--- config.mk ---
export PLATFORM = sky130hd
export DESIGN_NAME = cone_bist_ctrl
export DESIGN_NICKNAME = d
export VERILOG_FILES = /design/src/rtl/cone_bist_pkg.sv /design/src/rtl/cone_bist_misr.sv /design/src/rtl/cone_bist_ctrl.sv
export SDC_FILE = /design/constraint.sdc
export NUM_CORES = 1
export LEC_CHECK = 0
export ABC_AREA = 1
export BUFFER_PORTS_ARGS = -buffer_cell sky130_fd_sc_hd__buf_2
export CORE_MARGIN = 2
export CORE_UTILIZATION = 40
export CTS_BUF_LIST = sky130_fd_sc_hd__clkbuf_8 sky130_fd_sc_hd__clkbuf_16
export CTS_CLUSTER_SIZE = 40
export DETAILED_ROUTE_END_ITERATION = 16
export GPL_ROUTABILITY_DRIVEN = 0
export SETUP_SLACK_MARGIN = 0.4
export SLEW_MARGIN = 30
export SYNTH_ARGS = -nofsm -noshare
export SYNTH_HDL_FRONTEND = slang
export SYNTH_SLANG_ARGS = --single-unit
--- constraint.sdc ---
create_clock -name CK -period 2 [get_ports CK]
set_input_delay 0.4 -clock CK [delete_from_list [all_inputs] [get_ports CK]]
set_output_delay 0.4 -clock CK [all_outputs]
set_load 0.02 [all_outputs]
--- src/rtl/cone_bist_pkg.sv ---
// Shared types and constants for the cone BIST controller: FSM states,
// LFSR tap mask, MISR polynomial and the LFSR step function.
package cone_bist_pkg;

  typedef enum logic [1:0] {
    ST_IDLE  = 2'd0,
    ST_RUN   = 2'd1,
    ST_CHECK = 2'd2,
    ST_DONE  = 2'd3
  } state_t;

  // x^24+x^23+x^22+x^17+1 as a mask over lfsr[23:0]
  localparam logic [23:0] LFSR_TAPS = 24'hE10000;
  localparam int          SIG_W_DEF = 16;
  localparam logic [15:0] MISR_POLY = 16'h1021;

  function automatic logic [23:0] lfsr_next(input logic [23:0] s);
    return {s[22:0], ^(s & LFSR_TAPS)};
  endfunction

endpackage

--- src/rtl/cone_bist_misr.sv ---
// Serial-input signature register: compacts one response bit per enabled
// cycle into a SIG_W-bit Galois-style MISR.
module cone_bist_misr
  import cone_bist_pkg::*;
#(
  parameter int               SIG_W = SIG_W_DEF,
  parameter logic [SIG_W-1:0] POLY  = SIG_W'(MISR_POLY)
) (
  input  logic             CK,
  input  logic             RST,
  input  logic             en,
  input  logic             clr,
  input  logic             resp_in,
  output logic [SIG_W-1:0] sig
);

  logic fb;

  assign fb = sig[SIG_W-1] ^ resp_in;

  // NOTE: sequential state uses non-blocking assignments so every register
  // samples pre-edge values, independent of statement order.
  always_ff @(posedge CK or posedge RST) begin
    if (RST) begin
      sig <= '0;
    end else if (clr) begin
      sig <= '0;
    end else if (en) begin
      sig <= {sig[SIG_W-2:0], 1'b0} ^ (fb ? POLY : '0);
    end
  end

endmodule

--- src/rtl/cone_bist_ctrl.sv ---
// BIST controller around a combinational cone: LFSR stimulus on vec_out,
// MISR compaction of resp_in, and a golden-signature compare after PATTERNS.
module cone_bist_ctrl
  import cone_bist_pkg::*;
#(
  parameter int          VEC_W    = 22,
  parameter int          PATTERNS = 256,
  parameter logic [23:0] SEED     = 24'h00_0001,
  parameter int          SIG_W    = SIG_W_DEF
) (
  input  logic             CK,
  input  logic             RST,
  input  logic             start,
  input  logic [SIG_W-1:0] golden_sig,
  input  logic             resp_in,
  output logic [VEC_W-1:0] vec_out,
  output logic             busy,
  output logic             done,
  output logic             pass,
  output logic [SIG_W-1:0] signature
);

  // An all-zero LFSR would lock up, so a zero seed is replaced by 1.
  localparam logic [23:0] SEED_EFF = (SEED == 24'd0) ? 24'd1 : SEED;
  localparam logic [15:0] CNT_LAST = 16'(PATTERNS - 1);

  state_t      state;
  logic [23:0] lfsr;
  logic [15:0] cnt;
  logic        accept;
  logic        run_en;

  assign accept  = start && ((state == ST_IDLE) || (state == ST_DONE));
  assign run_en  = (state == ST_RUN);
  assign vec_out = lfsr[VEC_W-1:0];

  cone_bist_misr #(
    .SIG_W (SIG_W),
    .POLY  (SIG_W'(MISR_POLY))
  ) u_misr (
    .CK      (CK),
    .RST     (RST),
    .en      (run_en),
    .clr     (accept),
    .resp_in (resp_in),
    .sig     (signature)
  );

  // NOTE: every register, LFSR included, has an explicit reset value so an
  // aborted run leaves no partial state behind.
  always_ff @(posedge CK or posedge RST) begin
    if (RST) begin
      state <= ST_IDLE;
      lfsr  <= SEED_EFF;
      cnt   <= '0;
      busy  <= 1'b0;
      done  <= 1'b0;
      pass  <= 1'b0;
    end else begin
      case (state)
        ST_IDLE, ST_DONE: begin
          if (start) begin
            state <= ST_RUN;
            lfsr  <= SEED_EFF;
            cnt   <= '0;
            busy  <= 1'b1;
            done  <= 1'b0;
            pass  <= 1'b0;
          end
        end
        ST_RUN: begin
          lfsr <= lfsr_next(lfsr);
          cnt  <= cnt + 16'd1;
          if (cnt == CNT_LAST) begin
            state <= ST_CHECK;
          end
        end
        ST_CHECK: begin
          state <= ST_DONE;
          busy  <= 1'b0;
          done  <= 1'b1;
          pass  <= (signature == golden_sig);
        end
        default: begin
          state <= ST_IDLE;
        end
      endcase
    end
  end

endmodule
* Word level (Yosys, flattened, before mapping)
Index checks and enable logic that the tools add are counted.
** Word-level totals
- Logic and storage cells :: 43
- Output and inout bits :: 41
- Bits in registers :: 61
- Bits of input ports :: 20
** Cells by class
- Mux-type cells :: 15
- Reductions and logical operators :: 11
- Add/sub/neg operators :: 1
- Bitwise logic cells :: 2
- Eq/ne operators :: 7
** Operators with widths (number)
- two-way mux 16 bit :: 3
- case mux 24 bit (2 select lines) :: 1
- case mux 16 bit (2 select lines) :: 1
- two-way mux 24 bit :: 1
- parity 24 bit :: 1
- adder 16 x 1 -> 16 bit, second input constant :: 1
- == test 16 bit :: 1
- == test 16 x 8 -> 1 bit, second input constant :: 1
- bitwise XOR 16 bit :: 1
- two-way mux 13 bit :: 1
- case mux 1 bit (2 select lines) :: 3
- case mux 2 bit (3 select lines) :: 1
- AND reduction 2 bit :: 3
- nonzero test 2 bit :: 3
- == test 2 bit, second input constant :: 2
- two-way mux 2 bit :: 2
- == test 2 x 1 -> 1 bit, second input constant :: 1
- logical NOT 2 bit :: 1
- two-way mux 1 bit :: 2
- != test 2 x 1 -> 1 bit, second input constant :: 1
- != test 2 bit, second input constant :: 1
- OR reduction 2 bit :: 1
- logical AND 1 bit :: 1
- logical OR 1 bit :: 1
- bitwise XOR 1 bit :: 1

* Depth between registers and ports, before layout
Gate-level depths: netlist of the first run.
- Depth in word-level cells :: 5
- Mapped depth :: 11
- Depth with buffers taken out :: 11

* By module
A second synthesis of the first run with hierarchy kept.
** Second synthesis, totals
- Cells, all modules :: 394
- Area total of the unflattened synthesis :: 3266.9 µm²
** By module, submodules not included
- cone_bist_ctrl :: area each 2591.2 µm², instances 1, cells an instance 323, seq. area each 1127.3 µm²
- cone_bist_misr :: area each 675.6 µm², instances 1, cells an instance 71, seq. area each 400.4 µm²

* Worst setup path after synthesis of the first run
Ideal clock, no wire load.
- Path type :: reg-to-reg
- Start point :: reg state[0]
- End point :: reg lfsr[22]
- Library setup time :: 125 ps
- Cell stages (with the launch flop) :: 11
- Arrival :: 1413 ps
- Required time :: 1875 ps
- Slack :: 462 ps
- Path buffers :: 1
- Clock period less this slack :: 1538 ps
- Cell sequence :: dfrtp_1 -> inv_1 -> ha_1 -> inv_1 -> nand2_2 -> nand2_8 -> inv_8 -> nor2_8 -> inv_4 -> buf_12 -> o22ai_2
** On the way
- Cells in the longest elaborated chain, start to end :: 4
- Elaborated cells between the ends (all ways) :: 8
- Those cells by class :: eq/ne: 3; mux: 1; reduce/logical: 4
** Ends and longest elaborated chain
- start, declared :: RTL line cone_bist_ctrl.sv:27 : state_t state;
- start signal, assigned :: RTL line cone_bist_ctrl.sv:53 : state <= ST_IDLE;
- start signal, assigned :: RTL line cone_bist_ctrl.sv:63 : state <= ST_RUN;
- start signal, assigned :: RTL line cone_bist_ctrl.sv:75 : state <= ST_CHECK;
- == test 2 bit or logical NOT 2 bit (tied branches) :: RTL line cone_bist_ctrl.sv:60 : case (state)
- OR reduction 2 bit :: RTL line cone_bist_ctrl.sv:60
- != test 2 bit (no line) or nonzero test 2 bit (tied branches)
- AND reduction 2 bit (no line)
- end signal, assigned :: RTL line cone_bist_ctrl.sv:72 : lfsr <= lfsr_next(lfsr);
- end, declared :: RTL line cone_bist_ctrl.sv:28 : logic [23:0] lfsr;
Parallel ways exist; a longest one is shown, timed or not.
A chain may end at the register's enable or synchronous reset.

* Worst setup path after layout of the first run
- Start point :: reg state[1]
- End point :: reg lfsr[23]
Same word-level chain as after synthesis.

==> results of run 1 <==
-- cell usage after synthesis, drive strengths merged --
master  number
nand2       81
inv         71
dfrtp       60
o22ai       37
nor2        35
buf         31
o21ai       19
nand3       11
a21oi        9
xnor2        6
ha           4
nand4        4
nor3         4
xor2         4
nand3b       2
a22o         1
dfstp        1
nor3b        1
o211ai       1
o21bai       1
or2          1
-- metrics by stage --
stage	cell area (um2)	power [mW]	utilization (%)	cells	hold slack [ps]
floorplan	3360	3.23	-	384	454
global placement	3570	3.44	43.6	521	468
detailed placement	3570	3.47	43.6	521	473
CTS	3840	4.86	47.0	538	140
global route	3880	5.18	47.5	540	165
finish	3880	4.85	47.5	540	144
-- worst max-delay path, delay by kind of cell, from the launching register on --
family | cells | cell delay [ps]
compound gates | 1 | 100
simple gates | 3 | 250
fa+ha+maj | 1 | 310
buf+inv | 3 | 340
flops | 1 | 430
-- final cells by class --
| class | instances | area [um2] | share of cell area [%] |
|---|---|---|---|
| Clock inverter | 5 | 81.3 | 2.09 |
| Tap cell | 105 | 131 | 3.38 |
| Timing Repair Buffer | 66 | 362 | 9.31 |
| Multi-Input combinational cell | 221 | 1350 | 34.7 |
| Clock buffer | 11 | 151 | 3.90 |
| Inverter | 71 | 285 | 7.34 |
| Sequential cell | 61 | 1530 | 39.3 |
-- layer usage --
metal	routed length (um)	part of all wire, %	vias to the layer above	GRT usage, %
met5	0	0	-	0
met4	74	1.2	0	4.64
met3	318	5.0	9	5.06
met2	3040	47	52	25.8
met1	2990	47	1167	19.1
li1	-	-	1296	-
-- power breakdown --
part	switching [mW]	internal (mW)	leakage, nW
Sequential	0.140	1.43	0.833
Clock	0.487	0.772	0.116
Combinational	1.36	0.665	0.991
Total	1.99	2.86	1.94
-- state kept, by name (all words and copies together), names as in the netlist --
| register | cells |
|---|---|
| busy | 1 |
| cnt | 16 |
| done | 1 |
| lfsr | 24 |
| pass | 1 |
| state | 2 |
| u_misr.sig | 16 |
-- worst max-delay path by stage --
| stage | start | to | depth (start not counted) |
|---|---|---|---|
| 2_1_floorplan | state[0] | lfsr[22] | 10 |
| 3_3_place_gp | state[0] | cnt[0] | 9 |
| 3_5_place_dp | state[0] | cnt[0] | 9 |
| 4_1_cts | state[0] | cnt[6] | 11 |
| 5_1_grt | state[1] | lfsr[23] | 8 |
| 6_report | state[1] | lfsr[23] | 8 |
-- kinds of logic after synthesis --
group,Yosys count
fa+ha+maj,4
compound gates,68
xor+xnor,10
flops,61
buf+inv,102
simple gates,139
-- timing repair --
action / 4_1_cts / 5_1_grt
endpoints found under the setup margin: 52 / 44
buffers inserted: 1 / 2
gates resized for setup: 6 / 9
pin swaps: 0 / 1
-- cells in the final DEF (no fill, tap or decap), drive strengths merged, types with 9 or more instances in the layout --
cell type | Yosys | routed
clkbuf | 0 | 11
nor2 | 35 | 35
o21ai | 19 | 19
o22ai | 37 | 37
nand2 | 81 | 81
inv | 71 | 71
a21oi | 9 | 9
buf | 31 | 66
dfrtp | 60 | 60
nand3 | 11 | 11
==> summary.txt, run 1 <==
Layout
  – Share of layout cells above drive strength 1: 29.0%
  – Layout net count: 454
  – Layout area overhead: 15.7%
  – Fillers: 799
  – Number of diodes: 0

Synthesis
  – Adder-Cell Fraction of Synth Area: 1.49%
  – Syn nets: 408
  – Synth Area in XOR/XNOR: 2.61%
  – Synth Cell Area: 3360 um2
  – Post-synth cell types: 37
  – Post-synthesis area per instance: 8.75 um2
  – YS warnings: 0
  – Top-area cell type share of the netlist area: 44.7%
  – Combinational family with the most area after synthesis: simple AND/OR/NAND/NOR gates
  – Compound-Gate Fraction of Synth Area: 15.5%
  – Mapped Cells: 384
  – Mux cell area share after synthesis: 0%
  – Yosys top cell by area: dfrtp_1
  – Top cells by area, synth: dfrtp_1, nand2_1, inv_1, o22ai_2, buf_4
  – Simple-gate share of the synthesized area: 18.9%
  – Register area share after synthesis: 45.5%
  – FF+latch count, synth: 61

Clock tree
  – Sinks on the clock net: 61
  – CTS Buf Count: 9
  – Clock buffer depth: 2
  – Skew-Pair Late Insertion Delay: 340 ps
  – Root Buffer: clkbuf_8
  – Clock-pin slew on the worst setup and hold paths: 70 ps
  – Hold_buf cts: 0
  – CTS H-Tree Depth: 3
  – TritonCTS clock tree: built

Place
  – Worst slack at placement: 192 ps
  – DPL Wire Length: 4.56 mm
  – Number of port buffers: 60

Worst setup path
  – Crit path DAT: 1760 ps
  – Worst Setup Path Type: flop to flop
  – Worst Path Required: 2210 ps
  – CP dominant cell by count: inv_8
  – Crit. End Element: flop
  – Cell at the slowest stage of the critical path: dfrtp_1
  – Slowest stage delay, CP: 430 ps
  – Reg2reg path depth: 8
  – Critical R2R Launch: state[1]
  – FF-to-FF End: lfsr[23]
  – CP cell instances: ha_4 -> inv_1 -> nand2_2 -> nand2_8 -> inv_8 -> nor2_8 -> inv_8 -> o21ai_0
  – Worst-path fanout max: 23
  – Reg2reg setup slack: 450 ps
  – Worst setup SP type: flop

STA
  – RSZ-0062 raised after global routing: true
  – Final min period: 1550 ps
  – Slew @ Worst Pin: 459 ps
  – Fin crit share: 77.7%
  – Max-slew headroom: 69.2%
  – Hold Vio Cnt, Final: 0
  – Fmax: 644 MHz
  – Worst Clk Skew: 8.88 ps
  – Pins Over Slew Limit: 0
  – Setup_tns: 0 ps
  – Endpoints failing setup: 0
  – Setup ws final: 446 ps

GRT
  – Pin count of the biggest net entering global routing: 62
  – Global-route wire length before repair: 11.1 mm
  – Initial antenna violation count: 0
  – Vias in the first global route: 2,497
  – Total gr overflow: 0
  – GRT Util Overall: 15.5%

Pwr
  – Pwr/cell area: 1250 nW/um2
  – Leakage: 1.94 nW
  – VDD IR-drop max: 0.721 mV

Floorplanning
  – Boundary pin count: 61
  – Die height: 95.6 um
  – Cell Rows: 33
  – Chip width: 95.6 um
  – Core footprint: 8180 um2
  – Die ar.: 9140 um2
  – Initial core utilization: 41.1%

Detailed routing
  – Residual DRC: 0
  – Per-cell routed wire length: 11.9 um
  – ANT nets after route: 0
  – Initial DRT Pass Iterations: 4
  – DRT iter0 DRCs: 106
  – Via count: 2,524
  – Vias per inst: 4.67
  – Routed WL: 6.42 mm

Run status
  – Status: completed

Worst hold path
  – Min-Delay Path Class: input pin to async pin

Job
  – Max-cap viol count: 0
No activity file was read; power rests on OpenSTA's default activity.
==> run 2: changes to the inputs <==
Clock period 2 ns to 1.5 ns, I/O delays scaled along.
==> run 2 against run 1 <==
Sequential share of layout area shrank 6.3 points; core utilization grew 9.2 points; global-route usage grew 1.6 points; critical path type unchanged; die area is the same; the flow now finishes with violations (negative setup slack); critical endpoint is now lfsr[0]; setup slack lost 450 ps; critical path depth grew 3; highest routed layer unchanged; non-clock buffer count grew 37.
==> summary.txt, run 2 (synthesis gave the netlist of run 1 again) <==
Detailed routing
  – Routed length on met2: 3.61 mm (+19%)
  – Vias per inst: 4.70 (+0.52%)
  – Metal-1 WL: 3.18 mm (+6.2%)
  – Residual DRC: 0 (unchanged)
  – Routed WL: 7.16 mm (+11%)
  – Top Metal Used: met4
  – DRT iter0 DRCs: 105 (-0.94%)
  – ANT nets after route: 0 (unchanged)
  – Via count: 2,711 (+7.4%)
  – Met3 Wirelength: 281 um (-12%)
  – Per-cell routed wire length: 12.4 um (+4.3%)
  – Initial DRT Pass Iterations: 4 (unchanged)

STA
  – Setup ws final: -7.06 ps (-453 ps)
  – Worst hold slack: 27.6 ps (-117 ps)
  – Worst Clk Skew: 6.83 ps (-2.06 ps)
  – Max-slew headroom: 70.7% (+1.6 points)
  – Final min period: 1510 ps (-46.8 ps)
  – Pins Over Slew Limit: 0 (unchanged)
  – Fmax: 664 MHz (+3.1%)
  – Hold Vio Cnt, Final: 0 (unchanged)
  – Endpoints failing setup: 2 (+2)
  – RSZ-0062 raised after global routing: true
  – Slew @ Worst Pin: 436 ps (-23.3 ps)
  – Fin crit share: 100% (+23 points)

Run status
  – Violated checks: negative setup slack
  – Status: complete, but fails checks

Place
  – Number of port buffers: 60 (unchanged)
  – # placed instances: 531 (+1.9%)
  – Dpl cell area: 3730 um2 (+4.5%)
  – DPL Wire Length: 4.71 mm (+3.3%)

Clock tree
  – Clock-pin slew on the worst setup and hold paths: 80 ps (about the same)
  – Root Buffer: clkbuf_8
  – TritonCTS clock tree: built
  – Clock buffer depth: 2 (unchanged)
  – CTS Buf Count: 9 (unchanged)
  – Skew-Pair Late Insertion Delay: 340 ps (about the same)
  – CTS H-Tree Depth: 3 (unchanged)
  – Sinks on the clock net: 61 (unchanged)
  – Hold_buf cts: 0 (unchanged)

Floorplanning
  – Initial core utilization: 41.1% (unchanged)
  – Die height: 95.6 um (unchanged)
  – Chip width: 95.6 um (unchanged)
  – Cell Rows: 33 (unchanged)
  – Boundary pin count: 61 (unchanged)
  – Die ar.: 9140 um2 (unchanged)
  – Core footprint: 8180 um2 (unchanged)

Worst setup path
  – Worst Path Required: 1780 ps (-430 ps)
  – Worst setup SP type: flop
  – Worst Setup Path Type: flop to flop
  – Worst-path fanout max: 7 (-70%)
  – Crit path DAT: 1790 ps (+30 ps)
  – Crit. End Element: flop

Layout
  – Largest regs: lfsr (24), cnt (16), u_misr.sig (16)
  – Layout area overhead: 38.0%
  – Number of diodes: 0 (unchanged)
  – Post-route cell area: 4630 um2 (+19%)
  – Share of layout cells above drive strength 1: 39.2% (+10 points)
  – Fin cells: 577 (+6.9%)
  – Most common cell after layout, fill and taps aside: nand2_1
  – Leading cell types in the layout, fill and taps excluded: nand2_1, inv_1, dfrtp_1
  – Layout net count: 491 (+8.1%)
  – Largest Register: lfsr
  – Largest register FFs: 24 (unchanged)

Pwr
  – VDD IR-drop max: 1.01 mV (+41%)
  – Leakage: 2.22 nW (+15%)
  – Pwr/cell area: 1740 nW/um2 (+39%)

GRT
  – Vias in the first global route: 2,774 (+11%)
  – Total gr overflow: 0 (unchanged)
  – Global-route wire length before repair: 12.2 mm (+9.7%)
  – GRT Util Overall: 17.1% (+1.6 points)
  – Initial antenna violation count: 0 (unchanged)
  – Pin count of the biggest net entering global routing: 62 (unchanged)

Worst hold path
  – Min-Delay Path Class: input pin to async pin

Job
  – Max-cap viol count: 0 (unchanged)
[run 2: path summary, 6_finish.rpt]
kind                                from             to  slack, ps  cells past startpoint
setup / recovery                state[0]        lfsr[0]         -7                     11
hold / removal                       RST  u_misr.sig[1]         30                      3
setup reg to reg                state[0]        lfsr[0]         -7                     11
hold reg to reg                   cnt[6]         cnt[6]        500                      1
max in group asynchronous            RST        lfsr[0]       1170                      3
min in group CK            golden_sig[8]           pass        360                      6
[run 2: through the flow]
step	util (%)	TNS [ps]	power [mW]	setup WS, ps
final	56.7	-11.3	8.06	-7.06
after global routing	56.7	-1140	8.52	-96.4
after CTS	55.4	-2.00	7.97	-2.00
after detailed placement	45.6	-3360	5.14	-151
after global placement	45.6	-1850	5.09	-91.9
after floorplan	-	0	4.47	68.0
[run 2: layout make-up]
cell class                 instances  area [um2]
clock buffer                       9         124
clock inverter                     7         145
fill                             742        3540
inverter                          71         292
multi-input combinational        221        1450
sequential                        61        1530
tap                              105         131
timing repair buffer             103         961
[run 2: critical path, cell delays in order, from the launching register on]
cell and delay [ps]:
dfrtp_2 420, inv_2 70, ha_4 220, inv_4 60, nand2_4 60, nand2_8 100
inv_8 60, nor2_8 130, buf_6 120, nand2_2 40, o22ai_1 110, inv_1 50
[run 2: what timing repair did]
action,4_1_cts,5_1_grt
pin swaps,7,2
setup buffers,24,5
resized for setup,110,11
cloned,0,1
setup endpoints to repair,102,102
[run 2: per-layer routing]
metal	up-vias	global-route usage [%]
li1	1378	-
met1	1275	20.4
met2	48	29.2
met3	10	5.53
met4	0	5.24
met5	-	0
[run 2: where the power goes]
| part | leakage, nW | total, mW | switching [mW] | internal [mW] |
|---|---|---|---|---|
| combinational | 1.26 | 3.97 | 2.16 | 1.81 |
| clock | 0.130 | 1.98 | 0.696 | 1.28 |
| sequential | 0.832 | 2.11 | 0.208 | 1.91 |
